--- config.mk ---
export PLATFORM = sky130hd
export DESIGN_NAME = sdf_stage_auto
export DESIGN_NICKNAME = d
export VERILOG_FILES = /design/src/rtl/sdf_stage_auto.sv
export SDC_FILE = /design/constraint.sdc
export NUM_CORES = 2
export LEC_CHECK = 0
export CAP_MARGIN = 15
export CORE_UTILIZATION = 50
export DETAILED_ROUTE_END_ITERATION = 6
export GPL_ROUTABILITY_DRIVEN = 0
export PLACE_DENSITY_LB_ADDON = 0.05
export REMOVE_ABC_BUFFERS = 1
export SLEW_MARGIN = 20
export SYNTH_ARGS = -nofsm -noshare
export SYNTH_HDL_FRONTEND = slang
export SYNTH_SLANG_ARGS = --single-unit
--- constraint.sdc ---
create_clock -name clk -period 36.3 [get_ports clk]
set_input_delay 7.26 -clock clk [delete_from_list [all_inputs] [get_ports clk]]
set_output_delay 7.26 -clock clk [all_outputs]
set_load 0.02 [all_outputs]
--- src/rtl/sdf_stage_auto.sv ---
// Radix-2 single-path delay-feedback NTT/INTT stage with an internal frame counter,
// twiddle addressing and drain sequencing; streaming valid/ready input.
module sdf_stage_auto #(
    parameter int DATA_WIDTH = 16,
    parameter int LOG_DEPTH  = 3,
    parameter int MODULO     = 7681,
    parameter int TW_AW      = 8
) (
    input  logic                  clk,
    input  logic                  rst_n,
    input  logic                  mode,
    input  logic                  in_valid,
    output logic                  in_ready,
    input  logic [DATA_WIDTH-1:0] in_data,
    output logic [TW_AW-1:0]      tw_addr,
    input  logic [DATA_WIDTH-1:0] tw_data,
    input  logic                  flush,
    output logic                  out_valid,
    output logic [DATA_WIDTH-1:0] out_data
);

    localparam int D  = 1 << LOG_DEPTH;
    localparam int CW = LOG_DEPTH + 1;
    localparam logic [DATA_WIDTH-1:0]   QD = DATA_WIDTH'(MODULO);
    localparam logic [DATA_WIDTH:0]     Q1 = (DATA_WIDTH + 1)'(MODULO);
    localparam logic [2*DATA_WIDTH-1:0] Q2 = (2 * DATA_WIDTH)'(MODULO);

    typedef enum logic {RUN, FLUSH} state_t;

    function automatic logic [DATA_WIDTH-1:0] mod_add(input logic [DATA_WIDTH-1:0] a,
                                                      input logic [DATA_WIDTH-1:0] b);
        logic [DATA_WIDTH:0] s;
        s = {1'b0, a} + {1'b0, b};
        if (s >= Q1) s = s - Q1;
        return DATA_WIDTH'(s);
    endfunction

    function automatic logic [DATA_WIDTH-1:0] mod_sub(input logic [DATA_WIDTH-1:0] a,
                                                      input logic [DATA_WIDTH-1:0] b);
        return (a >= b) ? (a - b) : (a - b + QD);
    endfunction

    function automatic logic [DATA_WIDTH-1:0] mod_mul(input logic [DATA_WIDTH-1:0] a,
                                                      input logic [DATA_WIDTH-1:0] b);
        logic [2*DATA_WIDTH-1:0] p;
        p = {{DATA_WIDTH{1'b0}}, a} * {{DATA_WIDTH{1'b0}}, b};
        return DATA_WIDTH'(p % Q2);
    endfunction

    state_t                state_q, state_d;
    logic [CW-1:0]         cnt_q, cnt_d;
    logic [CW-1:0]         fcnt_q, fcnt_d;
    logic                  mode_q, mode_d;
    logic [DATA_WIDTH-1:0] dl_q [D];
    logic [DATA_WIDTH-1:0] dl_d [D];
    logic                  out_valid_q, out_valid_d;
    logic [DATA_WIDTH-1:0] out_data_q, out_data_d;

    logic                  accept;
    logic                  shift;
    logic [DATA_WIDTH-1:0] head;
    logic [DATA_WIDTH-1:0] diff;
    logic [DATA_WIDTH-1:0] prod;
    logic [DATA_WIDTH-1:0] push_val;

    assign in_ready  = (state_q == RUN);
    assign accept    = in_valid && in_ready;
    assign head      = dl_q[0];
    assign tw_addr   = TW_AW'(cnt_q[LOG_DEPTH-1:0]) << (TW_AW - LOG_DEPTH);
    assign out_valid = out_valid_q;
    assign out_data  = out_data_q;

    // One shared multiplier: NTT multiplies the incoming sample, INTT the difference.
    assign diff = mod_sub(head, in_data);
    assign prod = mod_mul(mode_q ? diff : in_data, tw_data);

    always_comb begin
        state_d     = state_q;
        cnt_d       = cnt_q;
        fcnt_d      = fcnt_q;
        mode_d      = mode_q;
        dl_d        = dl_q;
        out_valid_d = 1'b0;
        out_data_d  = out_data_q;
        shift       = 1'b0;
        push_val    = '0;

        if (state_q == RUN) begin
            if (accept) begin
                cnt_d       = cnt_q + CW'(1);
                shift       = 1'b1;
                out_valid_d = 1'b1;
                if (cnt_q == '0) mode_d = mode;
                if (!cnt_q[CW-1]) begin
                    out_data_d = head;
                    push_val   = in_data;
                end else if (!mode_q) begin
                    out_data_d = mod_add(head, prod);
                    push_val   = mod_sub(head, prod);
                end else begin
                    out_data_d = mod_add(head, in_data);
                    push_val   = prod;
                end
            end else if (flush && cnt_q == '0) begin
                state_d = FLUSH;
                fcnt_d  = '0;
            end
        end else begin
            shift       = 1'b1;
            out_valid_d = 1'b1;
            out_data_d  = head;
            fcnt_d      = fcnt_q + CW'(1);
            if (fcnt_q == CW'(D - 1)) begin
                state_d = RUN;
                cnt_d   = '0;
            end
        end

        if (shift) begin
            for (int unsigned i = 0; i + 1 < D; i++) dl_d[i] = dl_q[i+1];
            dl_d[D-1] = push_val;
        end
    end

    always_ff @(posedge clk or negedge rst_n) begin
        if (!rst_n) begin
            state_q     <= RUN;
            cnt_q       <= '0;
            fcnt_q      <= '0;
            mode_q      <= 1'b0;
            dl_q        <= '{default: '0};
            out_valid_q <= 1'b0;
            out_data_q  <= '0;
        end else begin
            state_q     <= state_d;
            cnt_q       <= cnt_d;
            fcnt_q      <= fcnt_d;
            mode_q      <= mode_d;
            dl_q        <= dl_d;
            out_valid_q <= out_valid_d;
            out_data_q  <= out_data_d;
        end
    end

endmodule

======== Word level (Yosys, flattened, before mapping) ========
Index checks and enable logic that the tools add are counted.
word-level totals
  input port bits ......................... 37
  output and inout port bits .............. 26
  word-level logic and storage cells ...... 67
  register bits after elaboration ......... 155
operators by class
  reductions and logical operators ........ 8
  order comparisons ....................... 4
  bitwise operators ....................... 1
  equality and inequality tests ........... 3
  div/mod/pow operators ................... 1
  $mul .................................... 1
  multiplexer cells ....................... 25
  add/subtract/negate cells ............... 10
operators with widths
  operator                                                             count
  2-to-1 mux 16 bit                                                    13
  adder 16 x 16 -> 17 bit                                              2
  greater-or-equal comparator 17 x 13 -> 1 bit, second input constant  2
  adder 16 x 13 -> 16 bit, second input constant                       2
  greater-or-equal comparator 16 bit                                   2
  modulo 32 x 13 -> 32 bit, second input constant                      1
  multiplier 16 x 16 -> 32 bit                                         1
  subtractor 16 x 13 -> 16 bit, second input constant                  2
  subtractor 16 bit                                                    2
  2-to-1 mux 4 bit                                                     6
  adder 4 x 1 -> 4 bit, second input constant                          2
  2-to-1 mux 1 bit                                                     6
  == test 4 x 3 -> 1 bit, second input constant                        1
  logical NOT 4 bit                                                    1
  AND reduction 2 bit                                                  2
  nonzero test 2 bit                                                   2
  AND reduction 3 bit                                                  1
  logical AND 1 bit                                                    2
  != test 2 x 1 -> 1 bit, second input constant                        1
  != test 2 bit, second input constant                                 1
  NOT 1 bit                                                            1

======== Depth between registers and ports, before layout ========
  depth in word-level cells ............... 13
  depth in mapped cells ................... 152
  depth with buffers taken out ............ 137

======== Least setup slack after synthesis ========
OpenSTA, ideal clock, no wires.
  path type ............................... input-to-reg
  start ................................... input in_data[2]
  end ..................................... register out_data_q[6] (netlist: out_data[6])
  buffers on the path ..................... 10
  setup slack ............................. -1,848 ps
  arrival ................................. 38,070 ps
  stages .................................. 140
  data required time ...................... 36,223 ps
  cells stage by stage .................... inv_1 ha_1 clkbuf_1 a21o_1 a21o_1 a21o_1 a21o_1 a21o_1 a21o_1 a21oi_1 nor2b_1 o21a_1 nor2_1 xnor2_1 or3_1 or2_2 o21ai_0 inv_1 (+104 left out) nor2_1 o21bai_1 a21oi_1 o21bai_1 a21oi_1 nor2b_1 o21a_1 mux2_2 mux2_2 nand3_1 clkbuf_1 and2_1 nand2_1 xnor2_1 nor2_1 a211oi_1 a21oi_1 a21oi_1
on the way
  word-level cells in the longest chain between the ends .. 13
  elaborated cells between the ends (all ways) .. 19
RTL lines
  element                                                                                              RTL line  text
  start, declared                                                                                      14        input logic [DATA_WIDTH-1:0] in_data,
  subtractor 16 bit                                                                                    40        return (a >= b) ? (a - b) : (a - b + QD);
  adder 16 x 13 -> 16 bit                                                                              40
  2-to-1 mux 16 bit                                                                                    40
  2-to-1 mux 16 bit                                                                                    75        assign prod = mod_mul(mode_q ? diff : in_data, tw_data);
  multiplier 16 x 16 -> 32 bit                                                                         46        p = {{DATA_WIDTH{1'b0}}, a} * {{DATA_WIDTH{1'b0}}, b};
  modulo 32 x 13 -> 32 bit                                                                             47        return DATA_WIDTH'(p % Q2);
  adder 16 x 16 -> 17 bit                                                                              33        s = {1'b0, a} + {1'b0, b};
  subtractor 16 x 13 -> 16 bit / greater-or-equal comparator 17 x 13 -> 1 bit (equally long branches)  34        if (s >= Q1) s = s - Q1;
  2-to-1 mux 16 bit                                                                                    34
  2-to-1 mux 16 bit *                                                                                  97        end else if (!mode_q) begin
  2-to-1 mux 16 bit *                                                                                  94        if (!cnt_q[CW-1]) begin
  2-to-1 mux 16 bit *                                                                                  89        if (accept) begin
  2-to-1 mux 16 bit *                                                                                  88        if (state_q == RUN) begin
  end signal, assigned                                                                                 141       out_data_q <= out_data_d;
  end, declared                                                                                        57        logic [DATA_WIDTH-1:0] out_data_q, out_data_d;
Mark *: on every way between the ends. The rest lies on a longest branch, timed or not. The select of a mux whose other input is x is not followed.
A chain may end at the register's enable or synchronous reset.

======== Worst setup path after layout ========
  start ................................... input in_data[5]
  end ..................................... register out_data_q[9] (netlist: out_data[9])
Same word-level chain as after synthesis.

==> impl_metrics.yaml <==
job:
  drv_cap: 0
sta:
  rsz0062_at_grt: "true"
  worstMarginPinSlew_ns: 1.01
  setup_violations: 32
  hold_slack_ns: 0.465
  fmax_ghz: 0.0270
  period_share: 1.02
  fin_ws_ns: -0.762
  timing_hold_violations_final: 0
  relSlewSlack: 0.326
  period_minus_slack_ns: 37.06
  drv_slew: 0
  skew_ns: 0.0179
worst_setup_path:
  startpoint: "in_data[5]"
  required_ns: 36.67
  end_kind: "register"
  cp_max_fo: 7
  start_kind: "primary input"
  critPathArrivalTime_ns: 37.43
  timing.rr.start: "head[1]"
  crit_top_cell: "buf_4"
  rrSetupSlack_ns: 5.50
  criticalPathCategory: "primary input to register"
  critPathSlowestCell: "fa_1"
  max_stage_delay_ns: 0.60
clock_tree:
  cts_inserted_buffers: 17
  path_clk_slew_ns: 0.08
  htree_num_levels: 4
  cts_hold_buf: 0
  cts_buffer_depth: 2
  cts_root_buffer: "clkbuf_16"
  clk_latency_ns: 0.44
  clkSinkCount: 155
  cts_tree: "yes"
logic_synthesis:
  ys_ff_latch: 155
  synthTopCellsByArea: "fa_1 14%, dfrtp_1 14%, nand2_1 9.0%"
  synth_top_area_cell: "fa_1"
  synthArstFlopShare: 1.00
  ys.warnings.count: 0
  syn_area_per_cell_um2: 7.60
  synth_cells: 3739
  ys_types: 133
  synth_top_area_frac: 0.140
  netlist_area_um2: 28400
  synth_edf_count: 0
  yosysSeqAreaShare: 0.137
  synth_ff_type: "dfrtp_1"
route:
  detail-route-antenna-nets: 0
  vias: 31957
  wl_per_cell_um: 17.8
  drc_errors: 0
  vias_per_cell: 5.72
  drt_iter0_markers: 2322
  drtPass1Iterations: 7
  drt-total-wl_mm: 99.4
grt:
  grt_max_degree: 90
  grt_pass1_vias: 31925
  grt_pass1_wl_mm: 157
  grt-ovfl-total: 0
  grt.busiest_layer: "met2"
  antenna_found_initial: 0
  grt_util_met3: 0.0421
  grt_use_met1: 0.436
  met2_usage: 0.558
  grt_use_total: 0.331
finish:
  layout-drive-gt1-share: 0.354
  layout_common_cells: "1125 x buf_4, 670 x nand2_1, 322 x inv_1"
  antenna_cells: 0
  area_growth_pct: 45.8
  nNetsFinal: 5241
  final_common_cell: "buf_4"
  finish.utilization: 0.744
floorplan:
  placementRows: 86
  fp.dieW_um: 240
  core_area_um2: 55600
  initial_core_util: 0.511
  die-area_um2: 57800
  die_y_um: 240
  ios: 63
place:
  port-buffer-count: 57
  dp_hpwl_mm: 75.6
min_path:
  min_path_type: "register to register"
  hold_start: "dl_q[46]"
run_status:
  status: "complete, but fails checks"
  violations: "setup timing"
==> layer usage <==
layer  vias to the layer above  share of wire
li1                      14948              -
met1                     15550           0.43
met2                      1172           0.48
met3                       287          0.057
met4                         0          0.035
met5                         -              0
==> worst max-delay path: cells and delay by family <==
kind	cells	cell delay (ns)
fa+ha+maj	10	4.27
compound gates	53	10.50
simple gates	39	8.06
xor+xnor	6	1.09
mux	4	1.08
buf+inv	34	5.11
==> state kept, by name, indices dropped and copies added, names as in the netlist <==
register	cells
fcnt_q	4
out_valid	1
cnt_q	4
mode_q	1
head	16
state_q	1
out_data	16
dl_q	112
==> cells by family (layout without fill, tap and decap cells) <==
family	count (synthesis)	after routing	share of synthesized area
AO/OA/AOI/OAI	784	784	0.198
XOR/XNOR	267	267	0.0846
adder cells (fa/ha/maj)	389	389	0.223
buffers and inverters	504	1597	0.0696
flip-flops	155	155	0.137
multiplexers	39	39	0.0151
other	1	5	0.000132
AND/OR/NAND/NOR	1600	1600	0.273
==> final cells by class <==
class / count / area (um2)
Multi-Input combinational cell: 3084 / 25100
Fill cell: 4200 / 14200
Timing Repair Buffer: 1226 / 9570
Sequential cell: 155 / 3880
Inverter: 339 / 1280
Tap cell: 748 / 936
Clock buffer: 17 / 425
Clock inverter: 15 / 176
==> cells in the mapped netlist, drive strengths merged, types with 10 or more instances <==
master	count
a22o	10
clkbuf	119
or2	36
o21ai	147
buf	46
nand2b	30
or4	13
a21boi	12
o21bai	25
a21o	39
a2111oi	17
and4	16
a211o	16
nor2b	20
o22ai	13
nand4	43
and3	43
nor3	83
nand3	75
nand2	686
xnor2	180
xor2	87
a221oi	12
ha	183
o2111ai	13
mux2	18
o31ai	18
dfrtp	155
mux2i	21
or3	34
inv	339
and2	151
o211ai	42
nor4	34
nor3b	15
o21a	29
a21oi	192
a31oi	33
nor2	285
a211oi	49
fa	198
==> through the flow <==
step                cells  cell area, um2  setup WS (ns)  setup TNS (ns)
floorplan            3578           27700          -2.85          -70.14
global placement     5397           36900          -2.05          -55.87
detailed placement   5397           36900          -2.86          -80.56
CTS                  5525           39400      0.0000462               0
global route         5584           41400          -1.78          -48.65
finish               5584           41400         -0.762          -14.79
==> timing repair <==
item	CTS	global route
pin swaps	128	204
cloned	1	0
setup endpoints to repair	32	32
gates resized for setup	265	314
buffers inserted	96	60
==> path summary, 6_finish.rpt <==
kind                          endpoint  depth (start not counted)
max reg2reg                out_data[9]                        151
min in group asynchronous  out_data[0]                          1
max in group asynchronous     dl_q[82]                          2
min reg2reg                   dl_q[62]                          2
max                        out_data[9]                        146
min                           dl_q[62]                          2
Power is not shown: default switching activity piles up to over one toggle a cycle in this logic, so the estimate is an artifact.
